$ cat src/rtl/alu_pkg.sv
// rtl/alu_pkg.sv - shared types and constants for the ALU sequencer
package alu_pkg;

  localparam int ALU_WIDTH = 8;

  typedef enum logic [1:0] {
    OP_AND = 2'b00,
    OP_OR  = 2'b01,
    OP_ADD = 2'b10,
    OP_SUB = 2'b11
  } alu_op_t;

  typedef enum logic [1:0] {
    ST_IDLE = 2'b00,
    ST_EXEC = 2'b01,
    ST_RESP = 2'b10
  } seq_state_t;

endpackage

$ cat src/rtl/alu_sequencer_if.sv
// rtl/alu_sequencer_if.sv - command, ALU, result and status bundle of the sequencer
interface alu_sequencer_if import alu_pkg::*; #(
  parameter int WIDTH = ALU_WIDTH,
  parameter int CNT_W = 8
);

  // command port
  logic             cmd_valid;
  logic             cmd_ready;
  alu_op_t          cmd_op;
  logic [WIDTH-1:0] cmd_a;
  logic [WIDTH-1:0] cmd_b;
  logic             cmd_chain;

  // ALU lines
  logic [WIDTH-1:0] alu_a;
  logic [WIDTH-1:0] alu_b;
  alu_op_t          alu_f;
  logic [WIDTH-1:0] alu_y;
  logic             alu_ovf;

  // result port
  logic             res_valid;
  logic             res_ready;
  logic [WIDTH-1:0] res_data;
  logic             res_ovf;

  // status
  logic             ovf_sticky;
  logic             alu_err;
  logic             clr_sticky;
  logic [CNT_W-1:0] op_count;

  // sequencer side: initiator toward the ALU, responder on the command port
  modport master (
    input  cmd_valid, cmd_op, cmd_a, cmd_b, cmd_chain,
    input  alu_y, alu_ovf,
    input  res_ready, clr_sticky,
    output cmd_ready, alu_a, alu_b, alu_f,
    output res_valid, res_data, res_ovf,
    output ovf_sticky, alu_err, op_count
  );

  // controller plus ALU side
  modport slave (
    output cmd_valid, cmd_op, cmd_a, cmd_b, cmd_chain,
    output alu_y, alu_ovf,
    output res_ready, clr_sticky,
    input  cmd_ready, alu_a, alu_b, alu_f,
    input  res_valid, res_data, res_ovf,
    input  ovf_sticky, alu_err, op_count
  );

endinterface

$ cat src/rtl/alu_ref_model.sv
// rtl/alu_ref_model.sv - combinational reference of the signed ALU
module alu_ref_model import alu_pkg::*; #(
  parameter int WIDTH = ALU_WIDTH
) (
  input  logic [WIDTH-1:0] a_i,
  input  logic [WIDTH-1:0] b_i,
  input  alu_op_t          op_i,
  output logic [WIDTH-1:0] y_o,
  output logic             ovf_o
);

  localparam int MSB = WIDTH - 1;

  // Sums wrap to WIDTH bits; overflow is judged from operand and result signs.
  always_comb begin
    y_o   = '0;
    ovf_o = 1'b0;
    case (op_i)
      OP_AND: y_o = a_i & b_i;
      OP_OR:  y_o = a_i | b_i;
      OP_ADD: begin
        y_o   = a_i + b_i;
        ovf_o = (a_i[MSB] == b_i[MSB]) && (y_o[MSB] != a_i[MSB]);
      end
      default: begin
        y_o   = a_i - b_i;
        ovf_o = (a_i[MSB] != b_i[MSB]) && (y_o[MSB] != a_i[MSB]);
      end
    endcase
  end

endmodule

$ cat src/rtl/alu_sequencer.sv
// rtl/alu_sequencer.sv - drives the ALU, checks its answer and returns the result
module alu_sequencer import alu_pkg::*; #(
  parameter int WIDTH = ALU_WIDTH,
  parameter int CNT_W = 8
) (
  input logic            clock,
  input logic            reset,
  alu_sequencer_if.master bus
);

  seq_state_t       state_q;
  logic [WIDTH-1:0] alu_a_q;
  logic [WIDTH-1:0] alu_b_q;
  alu_op_t          alu_f_q;
  logic [WIDTH-1:0] res_data_q;   // also serves as the last result for chained commands
  logic             res_ovf_q;
  logic             ovf_sticky_q;
  logic             alu_err_q;
  logic [CNT_W-1:0] op_count_q;

  logic [WIDTH-1:0] alu_a_d;
  logic [CNT_W-1:0] op_count_d;
  logic [WIDTH-1:0] model_y;
  logic             model_ovf;
  logic             mismatch;

  alu_ref_model #(.WIDTH(WIDTH)) u_ref (
    .a_i   (alu_a_q),
    .b_i   (alu_b_q),
    .op_i  (alu_f_q),
    .y_o   (model_y),
    .ovf_o (model_ovf)
  );

  assign alu_a_d    = bus.cmd_chain ? res_data_q : bus.cmd_a;
  assign op_count_d = (&op_count_q) ? op_count_q : op_count_q + CNT_W'(1);
  assign mismatch   = (bus.alu_y != model_y) || (bus.alu_ovf != model_ovf);

  // Command -> execute -> response sequencing with captured result and sticky status.
  always_ff @(posedge clock or posedge reset) begin
    if (reset) begin
      state_q      <= ST_IDLE;
      alu_a_q      <= '0;
      alu_b_q      <= '0;
      alu_f_q      <= OP_AND;
      res_data_q   <= '0;
      res_ovf_q    <= 1'b0;
      ovf_sticky_q <= 1'b0;
      alu_err_q    <= 1'b0;
      op_count_q   <= '0;
    end else begin
      // Clear first so that a capture in the same cycle overrides it.
      if (bus.clr_sticky) begin
        ovf_sticky_q <= 1'b0;
        alu_err_q    <= 1'b0;
      end
      case (state_q)
        ST_IDLE: begin
          if (bus.cmd_valid) begin
            alu_a_q <= alu_a_d;
            alu_b_q <= bus.cmd_b;
            alu_f_q <= bus.cmd_op;
            state_q <= ST_EXEC;
          end
        end
        ST_EXEC: begin
          // ALU inputs have been stable for a full cycle here.
          res_data_q <= model_y;
          res_ovf_q  <= model_ovf;
          if (model_ovf) ovf_sticky_q <= 1'b1;
          if (mismatch)  alu_err_q    <= 1'b1;
          state_q <= ST_RESP;
        end
        ST_RESP: begin
          if (bus.res_ready) begin
            op_count_q <= op_count_d;
            state_q    <= ST_IDLE;
          end
        end
        default: state_q <= ST_IDLE;
      endcase
    end
  end

  assign bus.cmd_ready  = (state_q == ST_IDLE);
  assign bus.res_valid  = (state_q == ST_RESP);
  assign bus.alu_a      = alu_a_q;
  assign bus.alu_b      = alu_b_q;
  assign bus.alu_f      = alu_f_q;
  assign bus.res_data   = res_data_q;
  assign bus.res_ovf    = res_ovf_q;
  assign bus.ovf_sticky = ovf_sticky_q;
  assign bus.alu_err    = alu_err_q;
  assign bus.op_count   = op_count_q;

endmodule

$ cat src/flat_wrapper.sv
// flat-port wrapper written by rule: the top's interface ports become plain ports
module alu_sequencer_flat import alu_pkg::*;
#(
  parameter int WIDTH = ALU_WIDTH,
  parameter int CNT_W = 8
)
  (clock, reset, bus_cmd_valid, bus_cmd_op, bus_cmd_a, bus_cmd_b, bus_cmd_chain, bus_alu_y, bus_alu_ovf, bus_res_ready, bus_clr_sticky, bus_cmd_ready, bus_alu_a, bus_alu_b, bus_alu_f, bus_res_valid, bus_res_data, bus_res_ovf, bus_ovf_sticky, bus_alu_err, bus_op_count);
  alu_sequencer_if #(.WIDTH(WIDTH), .CNT_W(CNT_W)) bus_i ();
  input logic clock;
  input logic reset;
  input wire logic [$bits(bus_i.cmd_valid)-1:0] bus_cmd_valid;
  input wire logic [$bits(bus_i.cmd_op)-1:0] bus_cmd_op;
  input wire logic [$bits(bus_i.cmd_a)-1:0] bus_cmd_a;
  input wire logic [$bits(bus_i.cmd_b)-1:0] bus_cmd_b;
  input wire logic [$bits(bus_i.cmd_chain)-1:0] bus_cmd_chain;
  input wire logic [$bits(bus_i.alu_y)-1:0] bus_alu_y;
  input wire logic [$bits(bus_i.alu_ovf)-1:0] bus_alu_ovf;
  input wire logic [$bits(bus_i.res_ready)-1:0] bus_res_ready;
  input wire logic [$bits(bus_i.clr_sticky)-1:0] bus_clr_sticky;
  output wire logic [$bits(bus_i.cmd_ready)-1:0] bus_cmd_ready;
  output wire logic [$bits(bus_i.alu_a)-1:0] bus_alu_a;
  output wire logic [$bits(bus_i.alu_b)-1:0] bus_alu_b;
  output wire logic [$bits(bus_i.alu_f)-1:0] bus_alu_f;
  output wire logic [$bits(bus_i.res_valid)-1:0] bus_res_valid;
  output wire logic [$bits(bus_i.res_data)-1:0] bus_res_data;
  output wire logic [$bits(bus_i.res_ovf)-1:0] bus_res_ovf;
  output wire logic [$bits(bus_i.ovf_sticky)-1:0] bus_ovf_sticky;
  output wire logic [$bits(bus_i.alu_err)-1:0] bus_alu_err;
  output wire logic [$bits(bus_i.op_count)-1:0] bus_op_count;
  assign bus_i.cmd_valid = bus_cmd_valid;
  assign bus_i.cmd_op = bus_cmd_op;
  assign bus_i.cmd_a = bus_cmd_a;
  assign bus_i.cmd_b = bus_cmd_b;
  assign bus_i.cmd_chain = bus_cmd_chain;
  assign bus_i.alu_y = bus_alu_y;
  assign bus_i.alu_ovf = bus_alu_ovf;
  assign bus_i.res_ready = bus_res_ready;
  assign bus_i.clr_sticky = bus_clr_sticky;
  assign bus_cmd_ready = bus_i.cmd_ready;
  assign bus_alu_a = bus_i.alu_a;
  assign bus_alu_b = bus_i.alu_b;
  assign bus_alu_f = bus_i.alu_f;
  assign bus_res_valid = bus_i.res_valid;
  assign bus_res_data = bus_i.res_data;
  assign bus_res_ovf = bus_i.res_ovf;
  assign bus_ovf_sticky = bus_i.ovf_sticky;
  assign bus_alu_err = bus_i.alu_err;
  assign bus_op_count = bus_i.op_count;
  alu_sequencer #(.WIDTH(WIDTH), .CNT_W(CNT_W)) u_core (.clock(clock), .reset(reset), .bus(bus_i));
endmodule
$ cat config.mk
export PLATFORM = sky130hd
export DESIGN_NAME = alu_sequencer_flat
export DESIGN_NICKNAME = d
export VERILOG_FILES = /design/src/rtl/alu_pkg.sv /design/src/rtl/alu_sequencer_if.sv /design/src/rtl/alu_ref_model.sv /design/src/rtl/alu_sequencer.sv /design/src/flat_wrapper.sv
export SDC_FILE = /design/constraint.sdc
export NUM_CORES = 1
export LEC_CHECK = 0
export ABC_AREA = 1
export BUFFER_PORTS_ARGS = -buffer_cell sky130_fd_sc_hd__buf_2
export CORE_MARGIN = 5
export CORE_UTILIZATION = 40
export DETAILED_ROUTE_END_ITERATION = 6
export GPL_TIMING_DRIVEN = 0
export PLACE_DENSITY_LB_ADDON = 0.25
export SETUP_SLACK_MARGIN = 0.2
export SLEW_MARGIN = 40
export SYNTH_ARGS = -nofsm -noshare
export SYNTH_HDL_FRONTEND = slang
export SYNTH_SLANG_ARGS = --single-unit
$ cat constraint.sdc
create_clock -name clock -period 5.2 [get_ports clock]
set_input_delay 1.04 -clock clock [delete_from_list [all_inputs] [get_ports clock]]
set_output_delay 1.04 -clock clock [all_outputs]
set_load 0.005 [all_outputs]
# Word-level counts from Yosys, hierarchy flattened
# Cells that the tools add are included.
[word_totals]
regBits = 39
inputBits = 33
out_inout_bits = 39
elab_cells = 49
[op_classes]
n_reduce_logical = 10
n_bitwise = 3
n_eq_ne = 12
mux = 12
n_addsub = 3
[op_table]
columns = ["op", "count"]
rows = [
  ["$pmux 8 s3", 1],
  ["$add 8x1->8 const B", 1],
  ["$add 8x8->8", 1],
  ["$and 8x8->8", 1],
  ["$mux 8", 1],
  ["$ne 8x8->1", 1],
  ["$or 8x8->8", 1],
  ["$reduce_and 8->1", 1],
  ["$sub 8x8->8", 1],
  ["$mux 1", 6],
  ["$pmux 2 s3", 1],
  ["$eq 2x1->1 const B", 2],
  ["$eq 2x2->1 const B", 2],
  ["$logic_not 2->1", 2],
  ["$mux 2", 2],
  ["$ne 1x1->1", 4],
  ["$ne 2x2->1 const B", 2],
  ["$reduce_and 2->1", 2],
  ["$reduce_and 3->1", 1],
  ["$logic_and 1x1->1", 2],
  ["$pmux 1 s2", 1],
  ["$reduce_or 2->1", 1],
  ["$eq 1x1->1", 1],
  ["$logic_or 1x1->1", 1],
  ["$not 1->1", 1],
]

# Logic depth before layout (Yosys ltp)
# Gate-level depths: netlist of run 1.
[logic_depth]
word_depth = 8
depth_mapped = 19
ltp_nobuf = 18

# By module
# A second synthesis of run 1 with hierarchy kept.
[unflattened]
hier_cells = 429
area_unflattened_um2 = 2976.6
[modules_own_cells]
columns = ["mod", "n_inst", "cells_each", "seq_area_each_um2", "area_each_um2"]
rows = [
  ["alu_sequencer", 1, 232, 975.9, 1838.0],
  ["alu_ref_model", 1, 197, 0.0, 1138.6],
]

# Worst setup path after synthesis of run 1
# OpenSTA, ideal clock, no wires.
[synth_path]
kind = "in2reg"
startpoint = "input port bus_res_ready"
endpoint = "register u_core.op_count_q[7] (netlist: u_core.bus.op_count[7])"
setup_ns = 0.123
cell_stages = 6
slack_ns = 3.215
t_arrival_ns = 1.863
path_buffers = 0
required_time_ns = 5.077
cell_sequence = "inv_1 > nor3_2 > inv_1 > nor2_1 > nand3_1 > xor2_1"
[synth_between]
elab_chain_cells = 1
[synth_lines]
columns = ["item", "line", "text"]
rows = [
  ["from (decl)", "flat_wrapper.sv:18", "input wire logic [$bits(bus_i.res_ready)-1:0] bus_res_ready;"],
  ["$reduce_and 3->1 (no source line)", "n/a", ""],
  ["to (signal assigned)", "alu_sequencer.sv:76", "op_count_q <= op_count_d;"],
  ["to (decl)", "alu_sequencer.sv:19", "logic [CNT_W-1:0] op_count_q;"],
]
# No other way between the ends.
# A chain may end at the register's enable or synchronous reset.

# Worst setup path after layout of run 1
[layout_path]
startpoint = "register u_core.alu_b_q[0] (netlist: u_core.bus.alu_b[0])"
endpoint = "register u_core.alu_err_q (netlist: u_core.bus.alu_err)"
[layout_between]
elab_chain_cells = 8
elab_cells_between_ends = 15
classes_between = "add/sub (2); eq/ne (4); mux (4); bitwise (2); reduce/logical (3)"
[layout_lines]
columns = ["item", "line", "text"]
rows = [
  ["from (decl)", "alu_sequencer.sv:13", "logic [WIDTH-1:0] alu_b_q;"],
  ["from (signal assigned)", "alu_sequencer.sv:61", "alu_b_q <= bus.cmd_b;"],
  ["$sub 8x8->8 / $add 8x8->8 (equally long branches)", "alu_ref_model.sv:26, alu_ref_model.sv:22", ""],
  ["$ne 1x1->1 (on tied branches)", "alu_ref_model.sv:27, alu_ref_model.sv:23", ""],
  ["$logic_and 1x1->1 (on tied branches)", "alu_ref_model.sv:27, alu_ref_model.sv:23", ""],
  ["$pmux 1 s2", "alu_ref_model.sv:18", "case (op_i)"],
  ["$ne 1x1->1", "alu_sequencer.sv:37", "assign mismatch = (bus.alu_y != model_y) || (bus.alu_ovf != model_ovf);"],
  ["$logic_or 1x1->1 (*)", "alu_sequencer.sv:37", ""],
  ["$mux 1 (*)", "alu_sequencer.sv:71", "if (mismatch) alu_err_q <= 1'b1;"],
  ["$mux 1 (*)", "alu_sequencer.sv:57", "case (state_q)"],
  ["to (signal assigned)", "alu_sequencer.sv:49", "alu_err_q <= 1'b0;"],
  ["to (signal assigned)", "alu_sequencer.sv:55", "alu_err_q <= 1'b0;"],
  ["to (signal assigned)", "alu_sequencer.sv:71", ""],
  ["to (decl)", "alu_sequencer.sv:18", "logic alu_err_q;"],
]
# Mark *: on every way between the ends. The rest lies on a longest branch, timed or not.

==> results of run 1 <==
## path summary, 6_finish.rpt
path | start | endpoint | depth (start not counted) | slack, ns
max in group asynchronous | reset | u_core.state_q[1] | 2 | 4.09
min in group asynchronous | reset | u_core.bus.alu_a[6] | 2 | 0.76
worst max register to register | u_core.bus.alu_b[0] | u_core.bus.alu_err | 14 | 2.96
worst max-delay path | u_core.bus.alu_b[0] | u_core.bus.alu_err | 14 | 2.96
worst min register to register | u_core.bus.alu_err | u_core.bus.alu_err | 2 | 0.48
worst min-delay path | u_core.bus.alu_err | u_core.bus.alu_err | 2 | 0.48
## synth_stat cells, types with 2 or more instances
master	n	area (um2)
sky130_fd_sc_hd__a21oi_1	8	40.0
sky130_fd_sc_hd__buf_4	2	15.0
sky130_fd_sc_hd__clkbuf_1	5	18.8
sky130_fd_sc_hd__dfrtp_1	39	976
sky130_fd_sc_hd__fa_1	2	40.0
sky130_fd_sc_hd__ha_1	24	300
sky130_fd_sc_hd__inv_1	63	236
sky130_fd_sc_hd__inv_2	7	26.3
sky130_fd_sc_hd__nand2_1	118	443
sky130_fd_sc_hd__nand3_1	31	155
sky130_fd_sc_hd__nand4_1	6	37.5
sky130_fd_sc_hd__nor2_1	23	86.3
sky130_fd_sc_hd__nor2_2	2	12.5
sky130_fd_sc_hd__nor3_1	2	10.0
sky130_fd_sc_hd__o211ai_1	8	60.1
sky130_fd_sc_hd__o21ai_0	33	165
sky130_fd_sc_hd__o21ai_1	2	10.0
sky130_fd_sc_hd__xnor2_1	4	35.0
sky130_fd_sc_hd__xor2_1	8	70.1
## state kept, by name, summed over array words and instances (netlist names)
signal and count:
u_core.bus.alu_b 8, u_core.state_q 2, u_core.bus.ovf_sticky 1, u_core.bus.res_ovf 1, u_core.bus.alu_a 8, u_core.bus.res_data 8, u_core.bus.op_count 8, u_core.bus.alu_err 1
u_core.bus.alu_f 2
## power by group through the flow
stage | clock network, mW | logic (mW) | registers (mW)
floorplan | 0 | 0.993 | 0.566
global placement | 0 | 1.43 | 0.569
detailed placement | 0 | 1.45 | 0.572
CTS | 0.224 | 1.46 | 0.567
global route | 0.236 | 1.69 | 0.595
finish | 0.216 | 1.46 | 0.567
## routing by layer
layer,wire (um),up-vias,GRT usage [%]
met5,0,-,0
li1,-,1414,-
met3,409,17,3.67
met2,3730,68,32.1
met4,248,0,8.90
met1,3820,1275,27.2
## worst register-to-register path: stages (launching register included)
cell and delay, ns:
sky130_fd_sc_hd__dfrtp_1 0.42, sky130_fd_sc_hd__ha_1 0.30, sky130_fd_sc_hd__fa_1 0.48, sky130_fd_sc_hd__nand3_1 0.13, sky130_fd_sc_hd__nand3_1 0.09, sky130_fd_sc_hd__nand3_1 0.08
sky130_fd_sc_hd__nand2_1 0.09, sky130_fd_sc_hd__nand2_1 0.10, sky130_fd_sc_hd__nand2_1 0.05, sky130_fd_sc_hd__nand2_1 0.05, sky130_fd_sc_hd__nand3_1 0.08, sky130_fd_sc_hd__nor2_1 0.11
sky130_fd_sc_hd__nand3_1 0.07, sky130_fd_sc_hd__nand2_1 0.07, sky130_fd_sc_hd__nand2_1 0.04
## through the flow
step | worst slack [ns] | hold WS, ns | util (%) | cell area [um2] | power (mW)
after global placement | 2.68 | 0.461 | 48.3 | 3320 | 2.00
after detailed placement | 2.87 | 0.461 | 48.3 | 3320 | 2.03
after CTS | 2.97 | 0.483 | 49.6 | 3400 | 2.25
after global routing | 2.66 | 0.514 | 49.6 | 3400 | 2.52
after floorplan | 3.21 | 0.471 | - | 2850 | 1.56
final | 2.96 | 0.475 | 49.6 | 3400 | 2.24
## layout make-up
class                           count  share of cell area [%]
Buffer                             10                    1.58
Clock buffer                        6                    2.13
Clock inverter                      2                   0.368
Inverter                           70                    7.79
Multi-Input combinational cell    282                    45.6
Sequential cell                    39                    28.7
Tap cell                           96                    3.53
Timing Repair Buffer               70                    10.3
## cell families (layout without fill, tap and decap cells)
group / after synthesis / count (layout) / synth area share, %
AND/OR/NAND/NOR: 188 / 188 / 27.8
buffers and inverters: 80 / 158 / 11.1
AO/OA/AOI/OAI: 56 / 56 / 11.1
flip-flops: 39 / 39 / 34.3
adder cells (fa/ha/maj): 26 / 26 / 12.0
XOR/XNOR: 12 / 12 / 3.69
==> impl_metrics.env, run 1 <==
export IMPL_mappedNetlistArea_um2=2850
export IMPL_crit_type="flop to flop"
export IMPL_number_of_instances_in_the_synthesized_netlist=401
export IMPL_clock_sinks=39
export IMPL_layout_cells_most_common="sky130_fd_sc_hd__nand2_1"
export IMPL_setup_repair_after_global_routing_missed_its_margin="no"
export IMPL_layout_common_cells="sky130_fd_sc_hd__nand2_1 (118), sky130_fd_sc_hd__buf_2 (71), sky130_fd_sc_hd__inv_1 (62)"
export IMPL_asr_flop_ratio_synth_pct=100
export IMPL_number_of_warnings_issued_by_yosys=0
export IMPL_dp_hpwl_mm=6.39
export IMPL_post_cts_resize_count=0
export IMPL_fin_tns_setup_ns=0
export IMPL_die_area_um2=8900
export IMPL_ios=72
export IMPL_tritoncts="done"
export IMPL_multiInputGateArea_um2=1550
export IMPL_grt_first_pass_wirelength_mm=13.8
export IMPL_postSynth_topFlopCell="sky130_fd_sc_hd__dfrtp_1"
export IMPL_timing_critical_path_to_type="flop"
export IMPL_totalWireLength_mm=8.21
export IMPL_power_density_cell_area_nw_per_um2=658
export IMPL_postCtsHoldBufs=0
export IMPL_detailedRoute_firstPassIterationCount=4
export IMPL_antenna_found_initial=0
export IMPL_floorplan_initialDensity_pct=41.4
export IMPL_antenna_diode_count=0
export IMPL_cpLargestDelayFamily="simple AND/OR/NAND/NOR gates"
export IMPL_swShare_pct=52.5
export IMPL_worst_ir_drop_vdd_mv=0.267
export IMPL_io_buffer_count=70
export IMPL_final_ant_viol_nets=0
export IMPL_power_static_leakage_nw=1.89
export IMPL_syn_num_nets=460
export IMPL_clk_root_buffer_cell="sky130_fd_sc_hd__clkbuf_8"
export IMPL_vias_in_the_first_global_route=2798
export IMPL_overflow=0
export IMPL_cp_slowest_cell="sky130_fd_sc_hd__fa_1"
export IMPL_synth_enable_flop_cells=0
export IMPL_die_w_um=94.4
export IMPL_placement_rows=30
export IMPL_die_height_um=94.4
export IMPL_flops_latches_synth=39
export IMPL_power_share_clock_pct=9.7
export IMPL_core_area_um2=6870
export IMPL_crit_path_frequent_cell="sky130_fd_sc_hd__nand2_1"
export IMPL_syn2layout_area_growth_pct=19.6
export IMPL_net_load_switching_power_mw=1.18
export IMPL_num_fill_cells=722
export IMPL_power_share_sequential_pct=25.3
export IMPL_worstSetupStartpointType="flop"
export IMPL_cts_repair_timing_setup_buffer_count=0
export IMPL_cell_chain_of_the_critical_path="ha_1 -> fa_1 -> nand3_1 -> nand3_1 -> nand3_1 -> nand2_1 -> nand2_1 -> nand2_1 -> nand2_1 -> nand3_1 -> nor2_1 -> nand3_1 -> nand2_1 -> nand2_1"
export IMPL_ff_latch_area_um2=976
export IMPL_number_of_levels_the_h_tree_was_split_into=2
export IMPL_crit_fanout=4
export IMPL_grt_max_degree=40
export IMPL_drc=0
export IMPL_timing_clock_skew_ns=0.0125
export IMPL_final_hold_violation_count=0
export IMPL_post_synth_num_cell_types=33
export IMPL_setup_viol=0
export IMPL_layout_nets=537
export IMPL_insertion_delay_ns=0.31
export IMPL_cp_arrival_ns=2.44
export IMPL_ys_seq_area_share_pct=34.3
export IMPL_final_cells=575
export IMPL_required_time_at_the_worst_slack_endpoint_ns=5.40
export IMPL_cellInternalPower_mw=1.07
export IMPL_final_slew_violations=0
export IMPL_global_route_usage_total_pct=20.3
export IMPL_slew_at_the_pin_closest_to_its_max_slew_limit_ns=0.569
export IMPL_clkSlewWorstSetupHoldPaths_ns=0.08
export IMPL_max_slew_margin_pct=62.0
export IMPL_routabilityCongestion=0.914
export IMPL_cp_slowest_stage_delay_ns=0.47
export IMPL_clock_path_buffers=2
export IMPL_routed_wire_length_per_instance_um=14.3
export IMPL_timing_hold_worst_class="flop to flop"
export IMPL_run_status="complete, no violations"
export IMPL_post_synth_cell_area_avg_um2=7.10
export IMPL_numCtsBuffers=5
export IMPL_via_count_of_the_routed_design=2774
export IMPL_place_inst=567
export IMPL_critical_path_buf_inv_count=0
export IMPL_routed_via_density=4.82
export IMPL_layout_drive_gt1_share_pct=20.0
export IMPL_timing_fmax_ghz=0.446
export IMPL_min_period_ns=2.24
export IMPL_finalCritPeriodShare_pct=43.1
export IMPL_drt_first_iter_violations=187
export IMPL_comb_power_share_pct=65.0
export IMPL_cap_viol_max_count=0
No activity file was read; power rests on OpenSTA's default activity.
==> run 2, diff against run 1 <==
--- a/config.mk
+++ b/config.mk
@@ -5,7 +5,7 @@
 export SDC_FILE = /design/constraint.sdc
 export NUM_CORES = 1
 export LEC_CHECK = 0
-export ABC_AREA = 1
+export ABC_AREA = 0
 export BUFFER_PORTS_ARGS = -buffer_cell sky130_fd_sc_hd__buf_2
 export CORE_MARGIN = 5
 export CORE_UTILIZATION = 40
==> constraint.sdc (replaced) <==
create_clock -name clock -period 1.9 [get_ports clock]
set_input_delay 0.38 -clock clock [delete_from_list [all_inputs] [get_ports clock]]
set_output_delay 0.38 -clock clock [all_outputs]
set_load 0.005 [all_outputs]
==> run 2 against run 1 <==
Compared with the run above:
- the flow now finishes with violations (setup timing)
- clock skew grew 0.0043 ns
- utilization grew 4.8 points
- die area shrank 1.8%
- clock power grew to 2.9 times the previous value
- total power grew to 3.4 times the previous value
- design area grew 8.5%
- first-iteration DRC count shrank 50%
- final cell count shrank 13%
- flip-flop and latch count is the same
- setup slack lost 3.9 ns
- wire length shrank 3.0%
==> impl_metrics.env, run 2 <==
export IMPL_required_time_at_the_worst_slack_endpoint_ns=2.07
export IMPL_postCtsHoldBufs=0
export IMPL_via_count_of_the_routed_design=2512
export IMPL_yosys_area_share_simple_pct=16.8
export IMPL_overflow=0
export IMPL_layout_setup_ws_ns=-0.906
export IMPL_insertion_delay_ns=0.30
export IMPL_asr_flop_ratio_synth_pct=100
export IMPL_post_synth_xor_area_fraction_pct=5.96
export IMPL_postLayoutCoreUtil_pct=54.4
export IMPL_core_area_um2=6790
export IMPL_placement_rows=30
export IMPL_layout_drive_gt1_share_pct=39.3
export IMPL_post_synthesis_cell_type_with_the_largest_combined_area="sky130_fd_sc_hd__dfrtp_1"
export IMPL_setup_repair_after_global_routing_missed_its_margin="yes"
export IMPL_setup_viol=9
export IMPL_mappedNetlistArea_um2=2790
export IMPL_synth_enable_flop_cells=0
export IMPL_run_status="finished, violations left"
export IMPL_drt_first_iter_violations=94
export IMPL_synth_largest_type_area_fraction_pct=35.0
export IMPL_antenna_diode_count=0
export IMPL_top_cell_types_by_occurrence_after_synthesis="sky130_fd_sc_hd__dfrtp_1 (39), sky130_fd_sc_hd__nand2_1 (36), sky130_fd_sc_hd__inv_1 (27), sky130_fd_sc_hd__ha_1 (24), sky130_fd_sc_hd__nor2_1 (23)"
export IMPL_hold_worst_slack_ns=0.103
export IMPL_final_slew_violations=0
export IMPL_timing_fmax_ghz=0.356
export IMPL_global_route_usage_total_pct=18.5
export IMPL_numCtsBuffers=5
export IMPL_finalCritPeriodShare_pct=148
export IMPL_tritoncts="done"
export IMPL_failed_checks="setup timing"
export IMPL_num_fill_cells=643
export IMPL_timing_clock_skew_ns=0.0168
export IMPL_crit_type="flop to flop"
export IMPL_die_w_um=93.5
export IMPL_timing_critical_path_to_type="flop"
export IMPL_number_of_instances_in_the_synthesized_netlist=308
export IMPL_yosys_mux_area_fraction_pct=7.53
export IMPL_cp_arrival_ns=2.98
export IMPL_layout_common_cells="sky130_fd_sc_hd__buf_2 (71), sky130_fd_sc_hd__nand2_1 (36), sky130_fd_sc_hd__dfrtp_1 (35)"
export IMPL_postSynth_topFlopCell="sky130_fd_sc_hd__dfrtp_1"
export IMPL_main_combinational_cell_family_by_area_after_synthesis="simple AND/OR/NAND/NOR gates"
export IMPL_dominant_cell_by_count_in_the_synthesized_netlist="sky130_fd_sc_hd__dfrtp_1"
export IMPL_ys_top_cells_by_area="sky130_fd_sc_hd__dfrtp_1 (35%), sky130_fd_sc_hd__ha_1 (11%), sky130_fd_sc_hd__nand2_1 (4.8%)"
export IMPL_ys_seq_area_share_pct=35.0
export IMPL_worstSetupStartpointType="flop"
export IMPL_clock_sinks=39
export IMPL_ios=72
export IMPL_detailedRoute_firstPassIterationCount=4
export IMPL_routabilityCongestion=0.863
export IMPL_grt_first_pass_wirelength_mm=12.7
export IMPL_dp_hpwl_mm=5.89
export IMPL_post_synth_num_cell_types=57
export IMPL_vias_in_the_first_global_route=2514
export IMPL_layout_nets=460
export IMPL_slew_at_the_pin_closest_to_its_max_slew_limit_ns=0.629
export IMPL_crit_fanout=3
export IMPL_worst_ir_drop_vdd_mv=1.02
export IMPL_place_inst=474
export IMPL_number_of_levels_the_h_tree_was_split_into=2
export IMPL_antenna_found_initial=0
export IMPL_synthesized_area_fraction_occupied_by_ao_oa_aoi_and_oai_cells_pct=14.6
export IMPL_final_ant_viol_nets=0
export IMPL_clk_root_buffer_cell="sky130_fd_sc_hd__clkbuf_8"
export IMPL_power_static_leakage_nw=1.80
export IMPL_die_height_um=93.5
export IMPL_clock_path_buffers=2
export IMPL_routed_via_density=5.04
export IMPL_post_synth_cell_area_avg_um2=9.06
export IMPL_final_cells=498
export IMPL_dr_max_layer_used="met4"
export IMPL_number_of_warnings_issued_by_yosys=0
export IMPL_max_slew_margin_pct=58.0
export IMPL_min_period_ns=2.81
export IMPL_clkSlewWorstSetupHoldPaths_ns=0.10
export IMPL_flops_latches_synth=39
export IMPL_layout_cells_most_common="sky130_fd_sc_hd__buf_2"
export IMPL_wl_met2_mm=3.75
export IMPL_drc=0
export IMPL_cap_viol_max_count=0
export IMPL_die_area_um2=8750
export IMPL_synthAdderAreaFrac_pct=12.2
export IMPL_syn_num_nets=367
export IMPL_final_hold_violation_count=0
export IMPL_grt_max_degree=40
export IMPL_wl_met3_um=459
export IMPL_power_density_cell_area_nw_per_um2=2050
export IMPL_io_buffer_count=70
export IMPL_timing_hold_worst_class="primary input to asynchronous set/reset pin"
export IMPL_wl_met1_mm=3.69
export IMPL_r2r_setup_slack_ns=-0.91
export IMPL_floorplan_initialDensity_pct=41.1
export IMPL_totalWireLength_mm=7.96
export IMPL_routed_wire_length_per_instance_um=16.0
export IMPL_syn2layout_area_growth_pct=32.4
-- run 2: report_power, final --
group	switching [mW]	internal [mW]
combinational	2.82	2.57
sequential	0.374	1.20
clock	0.354	0.263
total	3.55	4.03
-- run 2: metal layers --
layer | global-route usage, % | up-vias
li1 | - | 1238
met1 | 25.6 | 1193
met2 | 30.4 | 77
met3 | 3.54 | 4
met4 | 3.17 | 0
met5 | 0 | -
-- run 2: path summary, 6_finish.rpt --
path                                startpoint                  end  cells past startpoint
min in group clock                bus_cmd_b[4]  u_core.bus.alu_b[4]                      3
max                        u_core.bus.alu_b[0]   u_core.bus.alu_err                     10
min                                      reset  u_core.bus.alu_b[1]                      2
min reg2reg                 u_core.bus.res_ovf   u_core.bus.res_ovf                      2
max in group asynchronous                reset  u_core.bus.alu_a[4]                      2
max reg2reg                u_core.bus.alu_b[0]   u_core.bus.alu_err                     10
-- run 2: layout make-up --
cell class / count / area (um2) / area share [%]
Buffer: 14 / 111 / 3.01
Clock buffer: 5 / 68.8 / 1.86
Clock inverter: 3 / 23.8 / 0.644
Inverter: 30 / 120 / 3.25
Multi-Input combinational cell: 225 / 1790 / 48.4
Sequential cell: 39 / 981 / 26.6
Tap cell: 96 / 120 / 3.25
Timing Repair Buffer: 86 / 482 / 13.0
-- run 2: cell families after synthesis --
family,Yosys count
AO/OA/AOI/OAI,63
flip-flops,39
multiplexers,19
buffers and inverters,44
adder cells (fa/ha/maj),26
AND/OR/NAND/NOR,98
XOR/XNOR,19
-- run 2: per-stage QoR --
stage | power, mW | TNS [ns] | cell area (um2) | setup WS, ns
after CTS | 7.07 | -3.97 | 3540 | -0.906
final | 7.58 | -3.55 | 3690 | -0.906
after floorplan | 4.64 | -1.89 | 2820 | -0.643
after global placement | 5.89 | -4.19 | 3290 | -0.992
after detailed placement | 5.91 | -4.16 | 3290 | -0.980
after global routing | 8.16 | -4.45 | 3690 | -1.03
-- run 2: what timing repair did --
item / CTS / global route
setup endpoints to repair: 28 / 28
setup buffers: 11 / 5
gates resized for setup: 21 / 28
endpoints found under the hold margin: 0 / 0
pin swaps: 6 / 12
-- run 2: critical path: stages, from the launching register on --
cell and delay [ns]:
sky130_fd_sc_hd__dfrtp_2 0.45, sky130_fd_sc_hd__ha_4 0.17, sky130_fd_sc_hd__inv_2 0.05, sky130_fd_sc_hd__fa_2 0.42, sky130_fd_sc_hd__mux4_2 0.52, sky130_fd_sc_hd__xnor2_2 0.18
sky130_fd_sc_hd__o211ai_1 0.11, sky130_fd_sc_hd__nor4_1 0.24, sky130_fd_sc_hd__and4b_1 0.23, sky130_fd_sc_hd__o2111a_1 0.20, sky130_fd_sc_hd__a32oi_1 0.10
